File: config.mk
export PLATFORM = sky130hd
export DESIGN_NAME = sw_debounce
export DESIGN_NICKNAME = d
export VERILOG_FILES = /design/src/rtl/sw_debounce.sv
export SDC_FILE = /design/constraint.sdc
export NUM_CORES = 1
export LEC_CHECK = 0
export CAP_MARGIN = 20
export CORE_AREA = 2 2 61 87
export DETAILED_ROUTE_END_ITERATION = 12
export DIE_AREA = 0 0 63 89
export MAX_ROUTING_LAYER = met4
export PLACE_DENSITY = 0.72
export SETUP_SLACK_MARGIN = 0.3
export SLEW_MARGIN = 20
export SYNTH_ARGS = -nofsm -noshare
export SYNTH_HDL_FRONTEND = slang
export SYNTH_SLANG_ARGS = --single-unit
File: constraint.sdc
create_clock -name clk -period 1.2 [get_ports clk]
set_clock_uncertainty 0.2 [all_clocks]
set_input_delay 0.36 -clock clk [delete_from_list [all_inputs] [get_ports clk]]
set_output_delay 0.36 -clock clk [all_outputs]
set_load 0.005 [all_outputs]
File: src/rtl/sw_debounce.sv
// sw_debounce: per-bit switch conditioning for the board sw_in bus.
// Each bit has a 2-flop synchronizer followed by a consecutive-sample
// debounce counter. A new level is accepted only after DEBOUNCE_CYCLES
// consecutive synchronized samples disagree with the current output.
//
// Build option: define SW_DEBOUNCE_EDGE_EN to compile in the registered
// one-cycle sw_rise/sw_fall strobes. Without it both strobe ports are
// tied to 0 and the sw_db path is unchanged.
//
// Per-bit behaviour (no encoded FSM, the counter carries the state):
//   STABLE  | cnt == 0 and sync2 == sw_db
//   QUALIFY | cnt > 0, or sync2 != sw_db
module sw_debounce #(
  parameter int WIDTH           = 8,
  parameter int DEBOUNCE_CYCLES = 16
) (
  input  logic             clk,
  input  logic             rst_n,
  input  logic [WIDTH-1:0] sw_raw,
  output logic [WIDTH-1:0] sw_db,
  output logic [WIDTH-1:0] sw_rise,
  output logic [WIDTH-1:0] sw_fall
);

  localparam int CW = $clog2(DEBOUNCE_CYCLES);
  localparam logic [CW-1:0] CNT_LAST = CW'(DEBOUNCE_CYCLES - 1);

  logic [WIDTH-1:0] r_sync1;
  logic [WIDTH-1:0] r_sync2;
  logic [WIDTH-1:0] r_db;
  logic [CW-1:0]    r_cnt [WIDTH];
  logic [WIDTH-1:0] w_mismatch;
  logic [WIDTH-1:0] w_accept;

  // Accept fires on the evaluation that finds the counter already at its
  // terminal value with the mismatch still present, so it never wraps.
  always_comb begin
    w_mismatch = r_sync2 ^ r_db;
    w_accept   = '0;
    for (int i = 0; i < WIDTH; i++) begin
      w_accept[i] = w_mismatch[i] && (r_cnt[i] == CNT_LAST);
    end
  end

  // Two-flop synchronizer for the asynchronous raw switch levels.
  always_ff @(posedge clk or negedge rst_n) begin
    if (!rst_n) begin
      r_sync1 <= '0;
      r_sync2 <= '0;
    end else begin
      r_sync1 <= sw_raw;
      r_sync2 <= r_sync1;
    end
  end

  // Per-bit qualification counter; any agreeing sample restarts it.
  always_ff @(posedge clk or negedge rst_n) begin
    if (!rst_n) begin
      for (int i = 0; i < WIDTH; i++) begin
        r_cnt[i] <= '0;
      end
    end else begin
      for (int i = 0; i < WIDTH; i++) begin
        if (!w_mismatch[i] || w_accept[i]) begin
          r_cnt[i] <= '0;
        end else begin
          r_cnt[i] <= r_cnt[i] + CW'(1);
        end
      end
    end
  end

  // Debounced level flips exactly on the bits being accepted.
  always_ff @(posedge clk or negedge rst_n) begin
    if (!rst_n) begin
      r_db <= '0;
    end else begin
      r_db <= r_db ^ w_accept;
    end
  end

  assign sw_db = r_db;

`ifdef SW_DEBOUNCE_EDGE_EN
  logic [WIDTH-1:0] r_rise;
  logic [WIDTH-1:0] r_fall;

  // Strobes register alongside r_db so they line up with the new level.
  always_ff @(posedge clk or negedge rst_n) begin
    if (!rst_n) begin
      r_rise <= '0;
      r_fall <= '0;
    end else begin
      r_rise <= w_accept & r_sync2;
      r_fall <= w_accept & ~r_sync2;
    end
  end

  assign sw_rise = r_rise;
  assign sw_fall = r_fall;
`else
  assign sw_rise = '0;
  assign sw_fall = '0;
`endif

endmodule

==> metrics.txt <==
outcome=finished with violations; failing checks=negative hold slack, negative setup slack; total CTS buffers=5; setup slack, reg-to-reg=-0.17 ns; Final min period=1.38 ns; Critical Path RT=0.64 ns; first-pass GRT wire length=6.41 mm; fin worst setup slack=-0.183 ns; io pins=34; pwr/cell area=about 1000 nW/um2; Mean Syn Cell Area=12.5 um2; clock latency on the worst-skew pair=roughly 0.3 ns; CTS Root Cell=clkbuf_8; die area=5610 um2; Compound-Gate Fraction of Synth Area=less than 1%; Post-Synth XOR/XNOR Area=9.51%; CP startpoint kind=register; Detailed Route Iter0 Violations=46; final cell count without fillers=311; Die Wd=63 um; crit-path leading delay family=flip-flops; DR vias=around 1400; height of the die=89 um; Syn Inst Count=177; core area=4770 um2; Synth Register Bits=56; grt ovf=0; HP Class=input pin to async pin; net switching fraction of the power=24.8%; pre-CTS setup slack=-0.192 ns; combinational family with the most area after synthesis=simple AND/OR/NAND/NOR gates; crit path kind=register to output pin; sequential share of power=~59%; CP Buf/Inv Count=1; max_cap viols=0; TritonCTS clock tree=yes; clock sink count=56; count of different cell masters after synthesis=12; Port Buffers=17; vias in the first global route=1483; WP data arrival=0.82 ns; Routed WL=4.18 mm; DR vias/cell=between 4 and 5; setup violators final=48; mux cell area share after synthesis=4.07%; Placer Congestion=0.749; initial antenna violation count=0; Leak=between 1.5 and 2 nW; Cell Int Power=0.00266 W; Final Hold Vio Count=56; remaining antenna violation count=0; Total Power=0.00354 W; fillers=316; clock buffer depth=2; R2R cell count=5; # H-tree levels=2; Final Max Tran Viols=0; combinational power share=13.9%; Seq/Total Area, Yosys=63.4%; drt first pass iters=4; Clk pin slew, worst setup/hold paths=0.09 ns; P&R area growth vs syn=54.1%; initial cell density of the core=a little under half; simple-gate share of the synthesized area=10.8%; Post-Synth Adder-Cell Area=roughly 4.5%; mapped cell area=between 2000 and 2500 um2; placed cell count=approximately 280; drt wl/cell=13.4 um; Synthesis Warnings=0; GR Util All Layers=15.7%; row count=30; largest net degree at the start of global routing=57; peak supply drop=0.000977 V; ant diodes=0; RSZ-0062 raised after global routing=yes; Largest stage delay, worst path=slightly below 0.4 ns; Max FO, Critical Path=2; f_max=723 MHz; Multi-input gate area=1240 um2; DRC Markers=0; hold slack final=-0.164 ns; clock power share=27.1%; layout cells sized above 1=51.4%; CP Capture Type=output pin; Net Sw Power=0.000879 W; HPWL Detailed=2.24 mm; final worst-path cycle share=115%; CP cell instances=buf_2; Slowest-stage cell, CP=dfrtp_1; Nets=265; Critical R2R Capture=r_cnt[4]; storage element area=1400 um2
-- power groups by stage --
| stage | Combinational (W) | Clock, W | Sequential [W] |
|---|---|---|---|
| detailed placement | 0.000300 | 0 | 0.00208 |
| finish | 0.000494 | 0.000959 | 0.00209 |
| floorplan | 0.000187 | 0 | 0.00207 |
| CTS | 0.000381 | 0.00100 | 0.00206 |
| global route | 0.000554 | 0.00107 | 0.00210 |
| global placement | 0.000287 | 0 | 0.00207 |
-- how the worst max path moves through the flow --
stage                    from  endpoint  cells after the start
floorplan           r_cnt[20]  register                      3
global placement     register  sw_db[1]                      1
detailed placement   register  sw_db[7]                      1
CTS                  register  sw_db[5]                      1
global route         register  sw_db[0]                      1
finish               register  sw_db[1]                      1
-- Yosys cell counts, drive strengths merged --
cell    count  area [um2]
a31o        2        17.5
nand2b      6        37.5
dfrtp      56        1400
xor2        8        70.1
nand3      16        80.1
inv         8        30.0
xnor2      16         140
conb        1        3.75
nor2       32         120
buf        16         120
ha          8         100
mux2        8        90.1
-- placed cells by master (no fill, tap or decap), types with 7 or more instances in the layout --
cell type and instances:
mux2_4 8, dfrtp_1 56, conb_1 16, inv_1 8, clkdlybuf4s50_1 8, buf_6 22
xnor2_2 8, xnor2_4 8, nor2_1 17, ha_4 7, nor2_2 13, buf_2 9
buf_4 24, xor2_1 7
-- repair_timing --
| action | 4_1_cts | 5_1_grt |
|---|---|---|
| pin swaps | 14 | 12 |
| setup endpoints to repair | 48 | 48 |
| hold endpoints to repair | 56 | 56 |
| resized for setup | 71 | 46 |
| buffers inserted | 16 | 5 |
-- metal layers --
metal  track usage (%)  wire length [um]  share of wire, %
met5                 -                 0                 0
met4              7.88               105               2.5
met3              3.15               136               3.3
met2              28.6              2450                59
met1              16.1              1490                36
-- cells by family (layout without fill, tap and decap cells) --
logic type                 Yosys count  count (layout)
other                                1              16
xor gates and xnor gates            24              24
DFF                                 56              56
buffers and inverters               24              79
AOI/OAI and AO/OA                    2               2
adders and majority gates            8               8
and+or+nand+nor                     54              54
muxes                                8               8
-- final cells by class --
type | count | area share (%)
clock inverters | 2 | 0.367
clock buffers | 5 | 2.02
repair buffers | 64 | 16.8
multi-input cells | 112 | 36.4
inverters | 8 | 0.881
well taps | 64 | 2.35
flip-flops and latches | 56 | 41.1
-- stage by stage --
stage | util, % | area, um2 | setup TNS (ns) | hold WS, ns
2_1_floorplan | - | 2360 | -0.292 | -0.136
3_3_place_gp | 56.4 | 2690 | -1.98 | 0.131
3_5_place_dp | 56.4 | 2690 | -2.47 | 0.135
4_1_cts | 64.5 | 3080 | -4.01 | -0.157
5_1_grt | 71.5 | 3410 | -6.22 | -0.148
6_report | 71.5 | 3410 | -4.10 | -0.164
Note: power is estimated with default switching activity, not from simulation.
